[config.mk]
export PLATFORM = sky130hd
export DESIGN_NAME = multicycle_control
export DESIGN_NICKNAME = d
export VERILOG_FILES = /design/src/rtl/multicycle_control.sv
export SDC_FILE = /design/constraint.sdc
export NUM_CORES = 1
export LEC_CHECK = 0
export ABC_AREA = 1
export BUFFER_PORTS_ARGS = -buffer_cell sky130_fd_sc_hd__clkbuf_2
export CAP_MARGIN = 30
export CORE_ASPECT_RATIO = 0.8
export CORE_UTILIZATION = 48
export CTS_CLUSTER_DIAMETER = 120
export CTS_CLUSTER_SIZE = 40
export DETAILED_ROUTE_END_ITERATION = 7
export PLACE_DENSITY_LB_ADDON = 0.2
export RECOVER_POWER = 25
export SYNTH_ARGS = -nofsm -noshare
export SYNTH_HDL_FRONTEND = slang
export SYNTH_SLANG_ARGS = --single-unit
export TNS_END_PERCENT = 20
[constraint.sdc]
create_clock -name clk -period 1.8 [get_ports clk]
set_input_delay 0.09 -clock clk [delete_from_list [all_inputs] [get_ports clk]]
set_output_delay 0.09 -clock clk [all_outputs]
set_load 0.01 [all_outputs]
[src/rtl/multicycle_control.sv]
`timescale 1ns/1ps
// -----------------------------------------------------------------------------
// multicycle_control
// Control FSM for a multicycle RISC-V style datapath. It sequences instruction
// fetch, decode, execute, memory access and writeback. It also watches every
// memory handshake with a wait counter that ends in a trap on timeout.
//
// Parameters
//   MEM_TIMEOUT  maximum cycles to wait for mem_ready (1..255)
//
// Optional feature
//   MULTICYCLE_CONTROL_PERF_EN  when defined, builds a 32-bit retired-
//                               instruction counter. Otherwise retire_count
//                               is tied to 0.
//
// Ports
//   clk, rst          rising-edge clock, asynchronous active-high reset
//   opcode[6:0]       instruction register opcode field
//   alu_zero          ALU zero flag (branch condition)
//   mem_ready         memory completes the current access this cycle
//   mem_req/mem_we    memory request / write qualifier
//   mem_addr_sel      memory address source: 0 PC, 1 ALU result register
//   ir_write          latch instruction register
//   pc_write, pc_src  PC update strobe and source (0 PC+4, 1 branch target)
//   alu_op[1:0]       00 add, 01 subtract/compare, 10 funct-decoded
//   alu_src_a         0 PC, 1 rs1
//   alu_src_b[1:0]    00 rs2, 01 constant 4, 10 immediate
//   reg_write         register file write strobe
//   mem_to_reg        writeback source: 0 ALU, 1 memory data
//   illegal, bus_err  sticky error flags, cleared only by reset
//   state_o[3:0]      current state encoding
//   retire_count[31:0] retired-instruction counter
// -----------------------------------------------------------------------------
module multicycle_control #(
    parameter int MEM_TIMEOUT = 255
) (
    input  logic        clk,
    input  logic        rst,
    input  logic [6:0]  opcode,
    input  logic        alu_zero,
    input  logic        mem_ready,
    output logic        mem_req,
    output logic        mem_we,
    output logic        mem_addr_sel,
    output logic        ir_write,
    output logic        pc_write,
    output logic        pc_src,
    output logic [1:0]  alu_op,
    output logic        alu_src_a,
    output logic [1:0]  alu_src_b,
    output logic        reg_write,
    output logic        mem_to_reg,
    output logic        illegal,
    output logic        bus_err,
    output logic [3:0]  state_o,
    output logic [31:0] retire_count
);

    typedef enum logic [3:0] {
        FETCH    = 4'd0,
        DECODE   = 4'd1,
        EXEC_R   = 4'd2,
        EXEC_I   = 4'd3,
        MEM_ADDR = 4'd4,
        MEM_RD   = 4'd5,
        MEM_WR   = 4'd6,
        WB_ALU   = 4'd7,
        WB_MEM   = 4'd8,
        BRANCH   = 4'd9,
        TRAP     = 4'd10
    } state_t;

    localparam logic [6:0] OP_R      = 7'b0110011;
    localparam logic [6:0] OP_I      = 7'b0010011;
    localparam logic [6:0] OP_LOAD   = 7'b0000011;
    localparam logic [6:0] OP_STORE  = 7'b0100011;
    localparam logic [6:0] OP_BRANCH = 7'b1100011;

    // The timeout fires in the cycle the counter would step onto MEM_TIMEOUT.
    localparam logic [7:0] WAIT_LAST = 8'(MEM_TIMEOUT - 1);

    state_t      state_q, state_d;
    logic [7:0]  wait_q, wait_d;
    logic        illegal_q, illegal_d;
    logic        bus_err_q, bus_err_d;
    logic        started_q;
    logic        wait_inc_s;

    // Run flag: keeps every strobe low from reset until the first clock edge
    // after release, so reset drops mem_req immediately and the first fetch
    // request is fresh.
    always_ff @(posedge clk or posedge rst) begin
        if (rst) begin
            started_q <= 1'b0;
        end else begin
            started_q <= 1'b1;
        end
    end

    // State, wait counter and sticky error flag registers.
    always_ff @(posedge clk or posedge rst) begin
        if (rst) begin
            state_q   <= FETCH;
            wait_q    <= 8'd0;
            illegal_q <= 1'b0;
            bus_err_q <= 1'b0;
        end else begin
            state_q   <= state_d;
            wait_q    <= wait_d;
            illegal_q <= illegal_d;
            bus_err_q <= bus_err_d;
        end
    end

    // Next-state and output decode.
    always_comb begin
        state_d      = state_q;
        illegal_d    = illegal_q;
        bus_err_d    = bus_err_q;
        wait_inc_s   = 1'b0;
        mem_req      = 1'b0;
        mem_we       = 1'b0;
        mem_addr_sel = 1'b0;
        ir_write     = 1'b0;
        pc_write     = 1'b0;
        pc_src       = 1'b0;
        alu_op       = 2'b00;
        alu_src_a    = 1'b0;
        alu_src_b    = 2'b00;
        reg_write    = 1'b0;
        mem_to_reg   = 1'b0;

        case (state_q)
            FETCH: begin
                if (started_q) begin
                    mem_req   = 1'b1;
                    alu_src_b = 2'b01;
                    if (mem_ready) begin
                        ir_write = 1'b1;
                        pc_write = 1'b1;
                        state_d  = DECODE;
                    end else if (wait_q == WAIT_LAST) begin
                        state_d   = TRAP;
                        bus_err_d = 1'b1;
                    end else begin
                        wait_inc_s = 1'b1;
                    end
                end else begin
                    state_d = FETCH;
                end
            end
            DECODE: begin
                // ALU precomputes PC + imm as the branch target.
                alu_src_b = 2'b10;
                case (opcode)
                    OP_R:      state_d = EXEC_R;
                    OP_I:      state_d = EXEC_I;
                    OP_LOAD:   state_d = MEM_ADDR;
                    OP_STORE:  state_d = MEM_ADDR;
                    OP_BRANCH: state_d = BRANCH;
                    default: begin
                        state_d   = TRAP;
                        illegal_d = 1'b1;
                    end
                endcase
            end
            EXEC_R: begin
                alu_src_a = 1'b1;
                alu_src_b = 2'b00;
                alu_op    = 2'b10;
                state_d   = WB_ALU;
            end
            EXEC_I: begin
                alu_src_a = 1'b1;
                alu_src_b = 2'b10;
                alu_op    = 2'b10;
                state_d   = WB_ALU;
            end
            MEM_ADDR: begin
                alu_src_a = 1'b1;
                alu_src_b = 2'b10;
                // Opcode is looked at again here; anything that is no longer
                // a load or store is treated as illegal.
                if (opcode == OP_LOAD) begin
                    state_d = MEM_RD;
                end else if (opcode == OP_STORE) begin
                    state_d = MEM_WR;
                end else begin
                    state_d   = TRAP;
                    illegal_d = 1'b1;
                end
            end
            MEM_RD, MEM_WR: begin
                mem_req      = 1'b1;
                mem_addr_sel = 1'b1;
                mem_we       = (state_q == MEM_WR);
                if (mem_ready) begin
                    state_d = (state_q == MEM_WR) ? FETCH : WB_MEM;
                end else if (wait_q == WAIT_LAST) begin
                    state_d   = TRAP;
                    bus_err_d = 1'b1;
                end else begin
                    wait_inc_s = 1'b1;
                end
            end
            WB_ALU: begin
                reg_write = 1'b1;
                state_d   = FETCH;
            end
            WB_MEM: begin
                reg_write  = 1'b1;
                mem_to_reg = 1'b1;
                state_d    = FETCH;
            end
            BRANCH: begin
                alu_src_a = 1'b1;
                alu_src_b = 2'b00;
                alu_op    = 2'b01;
                pc_src    = 1'b1;
                pc_write  = alu_zero;
                state_d   = FETCH;
            end
            TRAP: begin
                state_d = TRAP;
            end
            default: begin
                // Unreachable encodings fall into the trap.
                state_d = TRAP;
            end
        endcase

        // The wait counter restarts on every state change, so each memory
        // state is entered with a count of zero.
        if (state_d != state_q) begin
            wait_d = 8'd0;
        end else if (wait_inc_s) begin
            wait_d = wait_q + 8'd1;
        end else begin
            wait_d = wait_q;
        end
    end

    assign illegal = illegal_q;
    assign bus_err = bus_err_q;
    assign state_o = state_q;

`ifdef MULTICYCLE_CONTROL_PERF_EN
    logic [31:0] retire_q;
    logic        retire_s;

    // An instruction retires as it leaves its final state.
    assign retire_s = (state_q == WB_ALU) || (state_q == WB_MEM) ||
                      (state_q == BRANCH) || ((state_q == MEM_WR) && mem_ready);

    // Retired-instruction counter, wraps naturally at 2^32.
    always_ff @(posedge clk or posedge rst) begin
        if (rst) begin
            retire_q <= 32'd0;
        end else if (retire_s) begin
            retire_q <= retire_q + 32'd1;
        end else begin
            retire_q <= retire_q;
        end
    end

    assign retire_count = retire_q;
`else
    assign retire_count = 32'd0;
`endif

endmodule

---- Word-level counts from Yosys, hierarchy flattened ----
Index checks and enable logic that the tools add are counted.
operators by class
  $add $sub $neg .......................... 1
  equality and inequality tests ........... 20
  muxes and demuxes ....................... 38
  reduce and logical (&&, ||, !) cells .... 14
operators with widths
  operator             number
  $mux 4               7
  $pmux 4 s6           1
  $mux 1               20
  $eq 4x3->1 const B   4
  $mux 8               2
  $pmux 4 s4           1
  $eq 7x6->1 const B   2
  $pmux 1 s2           5
  $add 8x1->8 const B  1
  $eq 4x2->1 const B   2
  $eq 4x4->1 const B   2
  $eq 8x8->1 const B   1
  $ne 2x2->1 const B   4
  $pmux 2 s2           2
  $reduce_or 2->1      4
  $eq 7x2->1 const B   1
  $eq 7x5->1 const B   1
  $eq 7x7->1 const B   1
  $reduce_bool 2->1    3
  $reduce_or 3->1      2
  $reduce_or 5->1      1
  $eq 4x1->1 const B   1
  $logic_not 4->1      1
  $ne 4x4->1           1
  other kinds (3)      3
storage, ports and cells
  flip-flop bits (word level) ............. 15

---- Depth between registers and ports, before layout ----
  word-level depth ........................ 7
  gate-level depth with buffers ........... 14
  depth with buffers taken out ............ 14

---- Worst setup path before layout ----
No wires, ideal clock.
  path kind ............................... register to register
  start point ............................. reg wait_q[0]
  end point ............................... reg wait_q[0]
  arrival ................................. 1.568 ns
  data required time ...................... 1.730 ns
  path slack .............................. 0.163 ns
  stages on the path, launching flop included .. 14
  buffers on the path ..................... 0
  clock period less this slack ............ 1.637 ns
  cell sequence ........................... dfrtp_1 inv_1 ha_1 nand2_1 nor2_1 nand2_1 clkinv_1 nor2_2 nand2_4 nand3_1 nand2_1 nor2_2 nand2_4 nor2_2
on the way
  longest elaborated chain between the ends .. 7
  elaborated cells on any way between the ends .. 15
  those cells by class .................... add/sub (1); eq/ne (2); mux (11); reduce/logical (1)
ends and longest elaborated chain
  element                                             RTL line  RTL
  start, declared                                     83        logic [7:0] wait_q, wait_d;
  start signal, assigned                              109       wait_q <= wait_d;
  $eq 8x8->1                                          142, 199
  $mux 4                                              142, 199
  $mux 4                                              138       if (mem_ready) begin
  $mux 4                                              135       if (started_q) begin
  $pmux 4 s6                                          133       case (state_q)
  $ne 4x4->1                                          234       if (state_d != state_q) begin
  $mux 8 / $reduce_bool 2->1 (equally long branches)  n/a
Several ways; a longest one is shown, not always the timed one. The select of a mux whose other input is x is not followed.
A chain may end at the register's enable or synchronous reset.

---- Worst setup path after layout ----
  start point ............................. reg state_q[3] (netlist: state_o[3])
  end point ............................... reg wait_q[2]
on the way
  elaborated cells on any way between the ends .. 23
  those cells by class .................... eq/ne (10); mux (8); reduce/logical (5)
RTL lines
  element                                                         RTL line  RTL
  start, declared                                                 82        state_t state_q, state_d;
  start signal, assigned                                          108       state_q <= state_d;
  $eq 4x4->1, or another cell as far along                        133
  $reduce_or 3->1 (no source line), or another cell as far along  n/a
  $pmux 4 s6 (*)                                                  133
  named net state_d[0]                                            82
  $ne 4x4->1 (*)                                                  234
  $mux 8 / $reduce_bool 2->1 (equally long branches)              n/a
The timed path passes the listed nets; every way through them passes the cells marked *.

==> results.json <==
{
  "hold_path_depth": 4,
  "antenna_found_initial": 0,
  "worstHoldStart": "mem_ready",
  "hold_viol_final": 0,
  "leakagePower_nw": 0.934,
  "netlist_area_mm2": 0.00144,
  "dr.first_iter.drc_count": 76,
  "ys_async_sr_fraction_pct": 100,
  "dp_hpwl_mm": 2.31,
  "grt_pass1_wl_mm": 4.71,
  "rows": 17,
  "ys_seq_area_share_pct": 26.1,
  "holdWs_ns": 0.213,
  "remaining_drc_errors": 0,
  "multi_input_area_um2": 843,
  "synth_seq_cells": 15,
  "grt_usage_pct": 19.0,
  "fin_crit_sh_pct": 91.9,
  "critPathKind": "register to register",
  "grt_remaining_overflow": 0,
  "finalCriticalPeriod_ns": 1.65,
  "synth.most_common_cell": "nand2_1",
  "syn_inst": 202,
  "tightestPinTransition_ns": 0.577,
  "setup_viol": 0,
  "yosys_warnings": 0,
  "clkSlewWorstSetupHoldPaths_ns": 0.07,
  "cp-startpoint": "state_o[3]",
  "ys.flop_type": "dfrtp_1",
  "initial_core_util_pct": 51.2,
  "fillers": 294,
  "cp_slowest_stage_delay_ns": 0.43,
  "maxCapViolCount": 0,
  "worst-path-buf-inv": 2,
  "synth_top_area_share_pct": 26.1,
  "pwr_density_cell_mw_per_mm2": 1180,
  "grt_max_degree": 16,
  "vias": 1223,
  "ys_top_cells_by_area": "dfrtp_1 26%, buf_4 17%, nand2_1 9.9%",
  "stdcell_count": 277,
  "htreeDepth": 1,
  "crit_family": "simple AND/OR/NAND/NOR gates",
  "ff2ff_path_depth": 12,
  "drive_above_1_share_pct": 33.1,
  "status": "finished clean",
  "synth_top_area_cell": "dfrtp_1",
  "crit_path_start_kind": "register",
  "pin_count": 62,
  "die-area_mm2": 0.00322,
  "cp_slowest_cell": "dfrtp_1",
  "cp-end-kind": "register",
  "cts_root_buf": "clkbuf_8",
  "drv_slew": 0,
  "wire_per_inst_um": 10.1,
  "synth_edf_count": 0,
  "place.gp.congestion": 0.946,
  "path_depth": 12,
  "fin_skew_ns": 0.00450,
  "seqCellArea_um2": 378,
  "routed_wl_mm": 2.79,
  "nets": 253,
  "syn_avg_cell_area_um2": 7.12,
  "cts_num_sinks": 15,
  "critPathMaxFanout": 8,
  "n_antenna_cell": 0,
  "final.setup.tns_ns": 0,
  "max_freq_mhz": 604,
  "numCtsBuffers": 3,
  "die_h_um": 51.0,
  "ctsLongestPathBuffers": 2,
  "areaGrowthSynthToFinish_pct": 12.5,
  "cts_tree": "done",
  "path_cells": "inv_2 > nand2_2 > inv_2 > nand2_4 > nor2_1 > nor2_1 > nand3_2 > nand2_1 > nand2_1 > nor2_4 > nand2_4 > nor2_2",
  "core_area_mm2": 0.00281,
  "yosys-top-cells-count": "38 x nand2_1, 33 x buf_4, 24 x inv_1",
  "ir_worst_vdd_mv": 0.506,
  "dp.cells": 271,
  "grt_setup_unrepaired": "false",
  "worstPathRequired_ns": 1.99,
  "arrival_ns": 1.84,
  "regToRegStartpoint": "state_o[3]",
  "insertion_delay_ns": 0.25,
  "first_pass_iters": 5,
  "die_width_um": 63.2,
  "hold_path.class": "primary input to register",
  "relSlewSlack_pct": 61.5,
  "ys_types": 27,
  "ant_nets": 0,
  "grt_pass1_vias": 1088,
  "viasPerCell": 4.42,
  "portBuffers": 29
}
==> metal layers <==
metal / part of all wire [%] / up-vias / global-route usage, %
met5: 0 / - / 0
met2: 42 / 58 / 28.7
met1: 49 / 534 / 26.9
met3: 7.0 / 4 / 4.69
li1: - / 627 / -
met4: 1.2 / 0 / 5.30
==> placed cells by master (no fill, tap or decap), types with 5 or more instances in the layout <==
| cell | netlist | layout |
|---|---|---|
| dfrtp_1 | 15 | 13 |
| nand2_4 | 5 | 5 |
| nand3_2 | 6 | 6 |
| nor2_1 | 12 | 11 |
| xor2_1 | 5 | 5 |
| a21oi_1 | 6 | 6 |
| inv_2 | 5 | 6 |
| inv_1 | 24 | 24 |
| clkbuf_2 | 0 | 26 |
| nor2_2 | 15 | 13 |
| nand2_2 | 4 | 5 |
| conb_1 | 2 | 33 |
| nand3_1 | 13 | 13 |
| nand2_1 | 38 | 37 |
| buf_4 | 33 | 5 |
==> area by class of cell <==
class,count,share of cell area [%]
clock buffers,3,2.55
clock inverters,1,0.464
inverters,30,6.96
multi-input cells,155,52.1
flip-flops and latches,15,23.3
well taps,38,2.94
repair buffers,35,11.7
==> cell families after synthesis <==
kind of cell / after synthesis / synth area share, %
buffers and inverters: 63 / 25.0
XOR/XNOR: 7 / 4.26
AND/OR/NAND/NOR: 98 / 36.3
adder cells (fa/ha/maj): 2 / 1.74
other: 2 / 0.522
AO/OA/AOI/OAI: 15 / 6.00
flip-flops: 15 / 26.1
==> final timing paths <==
check / end / slack (ns)
max: wait_q[2] / 0.15
min: state_o[2] / 0.21
min reg2reg: illegal / 0.47
max in group asynchronous: state_o[1] / 0.98
max reg2reg: wait_q[2] / 0.15
min in group asynchronous: wait_q[2] / 0.41
==> stage by stage <==
| step | utilization [%] | power [mW] | worst slack [ns] | area [um^2] |
|---|---|---|---|---|
| final | 57.7 | 1.90 | 0.145 | 1620 |
| after global routing | 57.7 | 2.06 | 0.00832 | 1620 |
| after CTS | 56.6 | 1.88 | 0.0152 | 1590 |
| after detailed placement | 54.5 | 1.58 | 0.0520 | 1530 |
| after global placement | 54.5 | 1.58 | 0.0971 | 1530 |
| after floorplan | - | 1.31 | 0.163 | 1560 |
==> what timing repair did <==
item                                   in CTS  in global routing
hold buffers                                1                  0
resized for setup                           0                  9
endpoints found under the hold margin      15                  0
setup buffers                               0                  1
setup endpoints to repair                   0                  8
==> worst min-delay path: cells and delay by family <==
| kind | cells | cell delay (ns) |
|---|---|---|
| and+or+nand+nor | 3 | 0.17 |
| buffers and inverters | 1 | 0.16 |
==> power by group <==
group | leakage, nW | switching (mW) | internal (mW)
combinational | 0.719 | 0.768 | 0.388
clock | 0.0217 | 0.128 | 0.156
sequential | 0.193 | 0.0777 | 0.386
==> registers in the layout, summed over array words and instances (netlist names) <==
name,cells
illegal,1
bus_err,1
state_o,4
started_q,1
wait_q,8
Power figures use the tool's default switching activity.
